$ cat src/rtl/rf_access_ctrl_if.sv
// Issue-side bundle of the register-file access controller: operand requests,
// operand responses and writeback. Every channel transfers on a clock edge where valid & ready are both high.
interface rf_access_ctrl_if #(
  parameter int WIDTH      = 32,
  parameter int ADDR_WIDTH = 9
);
  logic                  req_valid;
  logic                  req_ready;
  logic [ADDR_WIDTH-1:0] req_src1;
  logic [ADDR_WIDTH-1:0] req_src2;
  logic                  rsp_valid;
  logic                  rsp_ready;
  logic [WIDTH-1:0]      rsp_data1;
  logic [WIDTH-1:0]      rsp_data2;
  logic                  wb_valid;
  logic                  wb_ready;
  logic [ADDR_WIDTH-1:0] wb_addr;
  logic [WIDTH-1:0]      wb_data;
  logic                  init_done;

  modport master (
    output req_valid, req_src1, req_src2, rsp_ready, wb_valid, wb_addr, wb_data,
    input  req_ready, rsp_valid, rsp_data1, rsp_data2, wb_ready, init_done
  );

  modport slave (
    input  req_valid, req_src1, req_src2, rsp_ready, wb_valid, wb_addr, wb_data,
    output req_ready, rsp_valid, rsp_data1, rsp_data2, wb_ready, init_done
  );
endinterface

$ cat src/rtl/rf_access_ctrl.sv
// Register-file access controller: zero-fills the RF after reset, then serves
// 2-operand reads (with same-cycle writeback forwarding) and muxes writebacks.
module rf_access_ctrl #(
  parameter int WIDTH      = 32,
  parameter int ADDR_WIDTH = 9
) (
  input  logic                  clk,
  input  logic                  reset,
  rf_access_ctrl_if.slave       bus,
  output logic [ADDR_WIDTH-1:0] rf_addr_rd1,
  output logic [ADDR_WIDTH-1:0] rf_addr_rd2,
  output logic [ADDR_WIDTH-1:0] rf_addr_wr,
  output logic                  rf_wr_enable,
  output logic [WIDTH-1:0]      rf_wr,
  input  logic [WIDTH-1:0]      rf_rd1,
  input  logic [WIDTH-1:0]      rf_rd2,
  output logic [1:0]            dbg_state_o
);

  typedef enum logic [1:0] {
    ST_INIT  = 2'd0,
    ST_CLEAR = 2'd1,
    ST_RUN   = 2'd2
  } state_e;

  state_e                state_q, state_d;
  logic [ADDR_WIDTH-1:0] sweep_q, sweep_d;
  logic                  clearing;
  logic                  run;

  logic                  live;
  logic                  clr_we;
  logic                  run_live;
  logic                  wb_fire;
  logic                  accept;
  logic                  push;
  logic                  pop;
  logic [1:0]            occ;
  logic [1:0]            occ_after_pop;

  logic                  s1_valid_q;
  logic                  byp1_q, byp2_q;
  logic [WIDTH-1:0]      byp_data_q;
  logic [WIDTH-1:0]      s1_data1, s1_data2;

  logic [WIDTH-1:0]      fifo_d1_q [2];
  logic [WIDTH-1:0]      fifo_d2_q [2];
  logic                  wptr_q, rptr_q;
  logic [1:0]            count_q;

  // INIT already performs the address-0 write once reset is low, so the sweep
  // lands on cycles 1..SIZE and RUN begins on cycle SIZE+1.
  always_comb begin
    state_d  = state_q;
    sweep_d  = sweep_q;
    clearing = 1'b0;
    run      = 1'b0;
    case (state_q)
      ST_INIT: begin
        clearing = 1'b1;
        sweep_d  = sweep_q + ADDR_WIDTH'(1);
        state_d  = ST_CLEAR;
      end
      ST_CLEAR: begin
        clearing = 1'b1;
        sweep_d  = sweep_q + ADDR_WIDTH'(1);
        if (sweep_q == '1) state_d = ST_RUN;
      end
      ST_RUN: begin
        run = 1'b1;
      end
      default: begin
        state_d = ST_INIT;
      end
    endcase
  end

  always_ff @(posedge clk) begin
    if (reset) begin
      state_q <= ST_INIT;
      sweep_q <= '0;
    end else begin
      state_q <= state_d;
      sweep_q <= sweep_d;
    end
  end

  // Every externally visible control is forced to its idle value while reset is high.
  assign live         = !reset;
  assign clr_we       = clearing & live;
  assign run_live     = run & live;
  assign wb_fire      = bus.wb_valid & run_live;

  assign bus.wb_ready  = run_live;
  assign bus.init_done = run_live;
  assign rf_wr_enable  = clr_we | wb_fire;
  assign rf_addr_wr    = run_live ? bus.wb_addr : (clr_we ? sweep_q : '0);
  assign rf_wr         = run_live ? bus.wb_data : '0;
  assign rf_addr_rd1   = bus.req_src1;
  assign rf_addr_rd2   = bus.req_src2;
  assign dbg_state_o   = state_q;

  // A slot is reserved for every request in flight, so S1 never meets a full FIFO.
  assign bus.rsp_valid = (count_q != 2'd0) & live;
  assign pop           = bus.rsp_valid & bus.rsp_ready;
  assign occ           = {1'b0, s1_valid_q} + count_q;
  assign occ_after_pop = occ - {1'b0, pop};
  assign bus.req_ready = run_live & (occ_after_pop < 2'd2);
  assign accept        = bus.req_valid & bus.req_ready;
  assign push          = s1_valid_q & live;

  assign s1_data1 = byp1_q ? byp_data_q : rf_rd1;
  assign s1_data2 = byp2_q ? byp_data_q : rf_rd2;

  assign bus.rsp_data1 = bus.rsp_valid ? fifo_d1_q[rptr_q] : '0;
  assign bus.rsp_data2 = bus.rsp_valid ? fifo_d2_q[rptr_q] : '0;

  always_ff @(posedge clk) begin
    if (reset) begin
      s1_valid_q <= 1'b0;
      byp1_q     <= 1'b0;
      byp2_q     <= 1'b0;
      wptr_q     <= 1'b0;
      rptr_q     <= 1'b0;
      count_q    <= 2'd0;
    end else begin
      s1_valid_q <= accept;
      if (accept) begin
        byp1_q <= wb_fire & (bus.wb_addr == bus.req_src1);
        byp2_q <= wb_fire & (bus.wb_addr == bus.req_src2);
      end
      if (push) wptr_q <= ~wptr_q;
      if (pop)  rptr_q <= ~rptr_q;
      case ({push, pop})
        2'b10:   count_q <= count_q + 2'd1;
        2'b01:   count_q <= count_q - 2'd1;
        default: count_q <= count_q;
      endcase
    end
  end

  // Data storage carries no reset; validity is tracked by the control registers above.
  always_ff @(posedge clk) begin
    if (accept) byp_data_q <= bus.wb_data;
    if (push) begin
      fifo_d1_q[wptr_q] <= s1_data1;
      fifo_d2_q[wptr_q] <= s1_data2;
    end
  end

endmodule

$ cat src/flat_wrapper.sv
// flat-port wrapper written by rule: the top's interface ports become plain ports
module rf_access_ctrl_flat 
#(
  parameter int WIDTH      = 32,
  parameter int ADDR_WIDTH = 9
)
  (clk, reset, rf_addr_rd1, rf_addr_rd2, rf_addr_wr, rf_wr_enable, rf_wr, rf_rd1, rf_rd2, dbg_state_o, bus_req_valid, bus_req_src1, bus_req_src2, bus_rsp_ready, bus_wb_valid, bus_wb_addr, bus_wb_data, bus_req_ready, bus_rsp_valid, bus_rsp_data1, bus_rsp_data2, bus_wb_ready, bus_init_done);
  rf_access_ctrl_if #(.WIDTH(WIDTH), .ADDR_WIDTH(ADDR_WIDTH)) bus_i ();
  input  logic clk;
  input  logic reset;
  output logic [ADDR_WIDTH-1:0] rf_addr_rd1;
  output logic [ADDR_WIDTH-1:0] rf_addr_rd2;
  output logic [ADDR_WIDTH-1:0] rf_addr_wr;
  output logic rf_wr_enable;
  output logic [WIDTH-1:0] rf_wr;
  input  logic [WIDTH-1:0] rf_rd1;
  input  logic [WIDTH-1:0] rf_rd2;
  output logic [1:0] dbg_state_o;
  input wire logic [$bits(bus_i.req_valid)-1:0] bus_req_valid;
  input wire logic [$bits(bus_i.req_src1)-1:0] bus_req_src1;
  input wire logic [$bits(bus_i.req_src2)-1:0] bus_req_src2;
  input wire logic [$bits(bus_i.rsp_ready)-1:0] bus_rsp_ready;
  input wire logic [$bits(bus_i.wb_valid)-1:0] bus_wb_valid;
  input wire logic [$bits(bus_i.wb_addr)-1:0] bus_wb_addr;
  input wire logic [$bits(bus_i.wb_data)-1:0] bus_wb_data;
  output wire logic [$bits(bus_i.req_ready)-1:0] bus_req_ready;
  output wire logic [$bits(bus_i.rsp_valid)-1:0] bus_rsp_valid;
  output wire logic [$bits(bus_i.rsp_data1)-1:0] bus_rsp_data1;
  output wire logic [$bits(bus_i.rsp_data2)-1:0] bus_rsp_data2;
  output wire logic [$bits(bus_i.wb_ready)-1:0] bus_wb_ready;
  output wire logic [$bits(bus_i.init_done)-1:0] bus_init_done;
  assign bus_i.req_valid = bus_req_valid;
  assign bus_i.req_src1 = bus_req_src1;
  assign bus_i.req_src2 = bus_req_src2;
  assign bus_i.rsp_ready = bus_rsp_ready;
  assign bus_i.wb_valid = bus_wb_valid;
  assign bus_i.wb_addr = bus_wb_addr;
  assign bus_i.wb_data = bus_wb_data;
  assign bus_req_ready = bus_i.req_ready;
  assign bus_rsp_valid = bus_i.rsp_valid;
  assign bus_rsp_data1 = bus_i.rsp_data1;
  assign bus_rsp_data2 = bus_i.rsp_data2;
  assign bus_wb_ready = bus_i.wb_ready;
  assign bus_init_done = bus_i.init_done;
  rf_access_ctrl #(.WIDTH(WIDTH), .ADDR_WIDTH(ADDR_WIDTH)) u_core (.clk(clk), .reset(reset), .bus(bus_i), .rf_addr_rd1(rf_addr_rd1), .rf_addr_rd2(rf_addr_rd2), .rf_addr_wr(rf_addr_wr), .rf_wr_enable(rf_wr_enable), .rf_wr(rf_wr), .rf_rd1(rf_rd1), .rf_rd2(rf_rd2), .dbg_state_o(dbg_state_o));
endmodule
$ cat config.mk
export PLATFORM = sky130hd
export DESIGN_NAME = rf_access_ctrl_flat
export DESIGN_NICKNAME = d
export VERILOG_FILES = /design/src/rtl/rf_access_ctrl_if.sv /design/src/rtl/rf_access_ctrl.sv /design/src/flat_wrapper.sv
export SDC_FILE = /design/constraint.sdc
export NUM_CORES = 1
export LEC_CHECK = 0
export ABC_CLOCK_PERIOD_IN_PS = 11600
export CAP_MARGIN = 20
export CORE_MARGIN = 4
export CORE_UTILIZATION = 40
export CTS_CLUSTER_SIZE = 24
export DETAILED_ROUTE_END_ITERATION = 16
export GPL_ROUTABILITY_DRIVEN = 0
export PLACE_DENSITY = 0.68
export REMOVE_ABC_BUFFERS = 1
export SYNTH_ARGS = -nofsm -noshare
export SYNTH_HDL_FRONTEND = slang
export SYNTH_SLANG_ARGS = --single-unit
$ cat constraint.sdc
create_clock -name clk -period 11.6 [get_ports clk]
set_input_delay 2.32 -clock clk [delete_from_list [all_inputs] [get_ports clk]]
set_output_delay 2.32 -clock clk [all_outputs]
set_load 0.02 [all_outputs]
==> reports/metrics.cfg, run 1 <==
[floorplanning]
die_height_um=149.5
coreArea_um2=19590
die_width_um=149.5
dieArea_um2=22360
rows=51
start_util=0.4090
ios=258

[flow_run]
max-cap-violations=0

[clock_tree]
post_cts_resized=0
cts_buffer_depth=2
htree_levels=4
cts_inserted_buffers=17
cts_root_buf=clkbuf_16
cts.sinks=179
cts_hold_buf=0
clk_pin_slew_ps=70
cts_tree=yes
cts_setup_buffers=0
clk_latency_ps=420

[critical_path]
reg2reg_from=u_core.dbg_state_o[1]
crit_chain=clkdlybuf4s50_1, o21bai_4, buf_4, nor2_1, clkdlybuf4s50_1
startpoint=reset
slowest_stage=clkdlybuf4s50_1
cp_common_cell=clkdlybuf4s50_1
crit_type=primary input to output port
slowest_delay_ps=1090
worst-path-max-fanout=65
path_buf_inv=3
cp-end-kind=output port
critPathArrivalTime_ps=5100
cp_data_required_time_ps=9280
cp-start-kind=primary input
cp_top_family=buffers and inverters

[power_and_ir_drop]
vdd_drop_max_v=0.00009479
finalPower_w=0.001355
p_per_area_nw_per_um2=119.1
leakagePower_nw=3.642

[detailed_routing]
viasPerCell=5.013
postRouteAntennaNets=0
drc=0
num_vias=5369
drt_iter0_markers=174
dr.pass1.iters=4
wl_per_cell_um=18.92
drt_wl_total_um=20270

[placed_design]
placement.io_buffers=257
hpwl_um=13810

[logic_synthesis]
avgSynthCellArea_um2=14.36
yosysWarnings=0
yosysSeqAreaShare=0.6472
syn_inst=558
synth_seq_cells=179
synth_enable_flop_cells=160
async_reset_ff_frac=0
ys_types=37
synthFlopType=edfxtp_1
syn_area_um2=8011

[outcome]
run_status=complete, no violations

[timing]
tightest_slew_ps=1083
rsz0062_at_grt=false
holdWs_ps=515.8
setup_viol=0
hold_viol_final=0
max_freq_ghz=0.1348
maxSlewViolCount=0
tns_ps=0
post-route-min-period_ps=7419
timing.slew.headroom=0.2781
skew_ps=10.57
min_period_over_period=0.6396

[cells_and_area]
utilization=0.5809
nets=923
diodes=0
layout-drive-gt1-share=0.1439
synthToLayoutAreaGrowth_pct=42.04

[grt]
grt-ovfl-total=0
grt_pass1_vias=5777
grtUsageTotal=0.1795
antenna_found_initial=1
grt_pass1_wl_um=30660
grt_max_degree=66

[hold_path]
hp-class=flip-flop to flip-flop
min_from=u_core.rptr_q

-- area by class of cell --
type	instances	area [um2]
fillers	1588	8210
flip-flops and latches	179	5191
repair buffers	265	2673
multi-input cells	328	2582
clock buffers	17	425.4
well taps	265	331.6
clock inverters	15	168.9
inverters	2	7.507
-- worst min-delay path, cell delays in order, from the launching register on --
cell     delay [ps]
dfxtp_1         330
xor2_1           80
nor2_1           70
-- worst paths after layout --
| kind | end | slack (ps) | cells past startpoint |
|---|---|---|---|
| worst max-delay path | bus_rsp_data1[8] | 4180 | 5 |
| worst min-delay path | u_core.rptr_q | 520 | 2 |
| worst max register to register | u_core.byp1_q | 8790 | 5 |
| worst min register to register | u_core.rptr_q | 520 | 2 |
-- Yosys cell counts (5+ instances only) --
cell,count,area share
nand4_1,5,0.0039
dfxtp_1,19,0.047
mux2i_1,68,0.085
and2_1,32,0.025
a22o_1,9,0.0098
buf_2,7,0.0044
nor2_1,79,0.037
xnor2_1,22,0.024
mux2_2,65,0.091
edfxtp_1,160,0.60
nand2_1,7,0.0033
buf_4,19,0.018
clkbuf_1,20,0.0094
-- through the flow --
| step | instances | worst slack [ps] | cell area [um2] |
|---|---|---|---|
| global route | 1071 | 4029 | 11380 |
| floorplan | 509 | 3999 | 7747 |
| finish | 1071 | 4181 | 11380 |
| CTS | 1070 | 4211 | 11350 |
| global placement | 1037 | 4270 | 10730 |
| detailed placement | 1038 | 4214 | 10760 |
-- placed cells by master (no fill, tap or decap), types with 5 or more instances in the layout --
| cell type | n |
|---|---|
| clkdlybuf4s50_1 | 257 |
| edfxtp_1 | 160 |
| nor2_1 | 79 |
| mux2i_1 | 68 |
| mux2_2 | 65 |
| and2_1 | 32 |
| xnor2_1 | 22 |
| clkbuf_16 | 17 |
| dfxtp_1 | 16 |
| a22o_1 | 9 |
| nand2_1 | 7 |
| buf_4 | 6 |
| nand4_1 | 5 |
| inv_6 | 5 |
-- metal layers --
| metal | routed length, um | GRT usage |
|---|---|---|
| met5 | 13 | 0 |
| met4 | 331 | 0.05263 |
| met3 | 1652 | 0.05572 |
| met2 | 10080 | 0.3115 |
| met1 | 8190 | 0.2154 |
-- power breakdown --
group | switching (W) | internal (W) | total [W]
registers | 0.00000175 | 0.000701 | 0.000703
clock network | 0.000255 | 0.000307 | 0.000562
logic | 0.0000312 | 0.0000590 | 0.0000902
-- kinds of logic after synthesis --
| logic type | count (synthesis) | synth area share |
|---|---|---|
| buffers and inverters | 51 | 0.03389 |
| AND/OR/NAND/NOR | 143 | 0.08605 |
| AO/OA/AOI/OAI | 22 | 0.02124 |
| adder cells (fa/ha/maj) | 2 | 0.003123 |
| multiplexers | 135 | 0.1801 |
| flip-flops | 179 | 0.6472 |
| XOR/XNOR | 26 | 0.02842 |
-- registers in the layout, summed over array words and instances (netlist names), named ones only --
signal,cells
u_core.fifo_d1_q,64
u_core.fifo_d2_q,64
u_core.byp_data_q,32
u_core.sweep_q,9
u_core.count_q,2
u_core.dbg_state_o,2
u_core.byp1_q,1
u_core.byp2_q,1
u_core.rptr_q,1
u_core.s1_valid_q,1
u_core.wptr_q,1
No activity file was read; power rests on OpenSTA's default activity.
==> run 2: changes to the inputs <==
Settings changed: ABC_CLOCK_PERIOD_IN_PS 11600 to 6400, PLACE_DENSITY 0.68 to 0.71.
Clock period 11.6 ns to 6.4 ns, I/O delays scaled along.
==> run 2 against run 1 <==
- final cell count unchanged
- critical endpoint is now bus_rsp_data1[4]
- clock-buffer cell count increased by 2
- flip-flop and latch count unchanged
- worst hold slack got worse by 3.4 ps
- final area increased by 0.38%
- largest cell class unchanged
- power increased by 89%
- core utilization increased by 0.22 points
- via count decreased by 1.4%
- non-clock buffer count unchanged
- sequential share of layout area decreased by 0.17 points
- combinational power increased by 83%
==> reports/metrics.cfg, run 2 (synthesis results as in run 1) <==
[placed_design]
hpwl_um=13620  ; -1.3%
post-place-ws_ps=1494  ; -2720 ps
placement.io_buffers=257  ; unchanged

[clock_tree]
clk_pin_slew_ps=60  ; about the same
cts.sinks=179  ; unchanged
htree_levels=4  ; unchanged
cts_root_buf=clkbuf_16
cts_inserted_buffers=17  ; unchanged
cts_buffer_depth=2  ; unchanged
cts_hold_buf=0  ; unchanged
post_cts_resized=0  ; unchanged
cts_setup_buffers=0  ; unchanged
cts_tree=yes
clk_latency_ps=420  ; about the same

[critical_path]
path_buf_inv=4  ; +1
crit_type=primary input to output port
crit_chain=clkdlybuf4s50_1, buf_4, o21bai_4, buf_4, nor2_1, clkdlybuf4s50_1
cp_data_required_time_ps=5120  ; -4160 ps
slowest_stage=clkdlybuf4s50_1
worst-path-max-fanout=34  ; -48%
cp_top_family=buffers and inverters
cp-end-kind=output port
critPathArrivalTime_ps=3590  ; -1510 ps
slowest_delay_ps=570  ; -520 ps
cp-start-kind=primary input

[timing]
setup_viol=0  ; unchanged
tns_ps=0  ; unchanged
timing.slew.headroom=0.3128  ; +0.03465
maxSlewViolCount=0  ; unchanged
worst_slack_ps=1526  ; -2655 ps
rsz0062_at_grt=false
holdWs_ps=512.3  ; -3.423 ps
post-route-min-period_ps=4874
tightest_slew_ps=1031  ; -51.97 ps
skew_ps=8.883  ; -1.683 ps
max_freq_ghz=0.2052
min_period_over_period=0.7616
hold_viol_final=0  ; unchanged

[floorplanning]
die_height_um=149.5  ; unchanged
die_width_um=149.5  ; unchanged
ios=258  ; unchanged
dieArea_um2=22360  ; unchanged
coreArea_um2=19590  ; unchanged
rows=51  ; unchanged
start_util=0.4090  ; unchanged

[cells_and_area]
diodes=0  ; unchanged
layout-drive-gt1-share=0.1390  ; -0.004963
nets=923  ; unchanged
final_common_cell=clkdlybuf4s50_1
synthToLayoutAreaGrowth_pct=42.59
final_cell_mix=clkdlybuf4s50_1 (257), edfxtp_1 (160), nor2_1 (79)
reg_top3=u_core.fifo_d1_q: 64 flops, u_core.fifo_d2_q: 64 flops, u_core.byp_data_q: 32 flops
utilization=0.5831  ; +0.002236

[grt]
grt-ovfl-total=0  ; unchanged
grt_pass1_wl_um=29610  ; -3.4%
antenna_found_initial=0  ; -1
grtUsageTotal=0.1729  ; -0.006572
grt_pass1_vias=5606  ; -3.0%
grt_max_degree=65  ; -1.5%

[detailed_routing]
viasPerCell=4.942  ; -1.4%
num_vias=5293  ; -1.4%
wl_per_cell_um=18.46  ; -2.5%
drt_iter0_markers=226  ; +30%
drt_wl_total_um=19770  ; -2.5%
drc=0  ; unchanged
postRouteAntennaNets=0  ; unchanged
dr.pass1.iters=4  ; unchanged

[power_and_ir_drop]
p_per_area_nw_per_um2=224.0  ; +88%
vdd_drop_max_v=0.0001294  ; +37%
leakagePower_nw=3.654  ; +0.35%

[hold_path]
hp-class=flip-flop to flip-flop

[flow_run]
max-cap-violations=0  ; unchanged

[outcome]
run_status=complete, no violations

==> run 2: area by class of cell <==
class	count	area (um2)
timing repair buffer	265	2673
clock buffer	19	432.9
multi-input combinational	328	2582
tap	265	331.6
clock inverter	13	205.2
fill	1544	8167
sequential	179	5191
inverter	2	7.507
==> run 2: metrics by stage <==
step                instances  power, W  instance area, um2
detailed placement       1037  0.001464               10730
global route             1071  0.002643               11420
floorplan                 509  0.001340                7747
global placement         1037  0.001460               10730
finish                   1071  0.002559               11420
CTS                      1069  0.002582               11370
==> run 2: layer usage <==
| layer | vias to the layer above | part of all wire | global-route usage |
|---|---|---|---|
| li1 | 2490 | - | - |
| met1 | 2562 | 0.41 | 0.2001 |
| met2 | 216 | 0.50 | 0.3032 |
| met3 | 25 | 0.079 | 0.06118 |
| met4 | 0 | 0.015 | 0.05034 |
| met5 | - | 0 | 0 |
==> run 2: power by group <==
group / leakage (nW) / switching [W] / internal, W
registers: 1.59 / 0.00000301 / 0.00127
clock network: 0.306 / 0.000425 / 0.000694
logic: 1.76 / 0.0000580 / 0.000107
==> run 2: tightest hold or removal path, delay by kind of cell (launching register included) <==
kind / cells / cell delay, ps
XOR/XNOR: 1 / 80
flip-flops: 1 / 330
AND/OR/NAND/NOR: 1 / 70
==> run 2: worst paths after layout <==
path / startpoint / end / slack [ps] / depth (start not counted)
min reg2reg: u_core.rptr_q / u_core.rptr_q / 510 / 2
max: reset / bus_rsp_data1[4] / 1530 / 6
min: u_core.rptr_q / u_core.rptr_q / 510 / 2
max reg2reg: u_core.dbg_state_o[1] / u_core.byp_data_q[7] / 4080 / 4
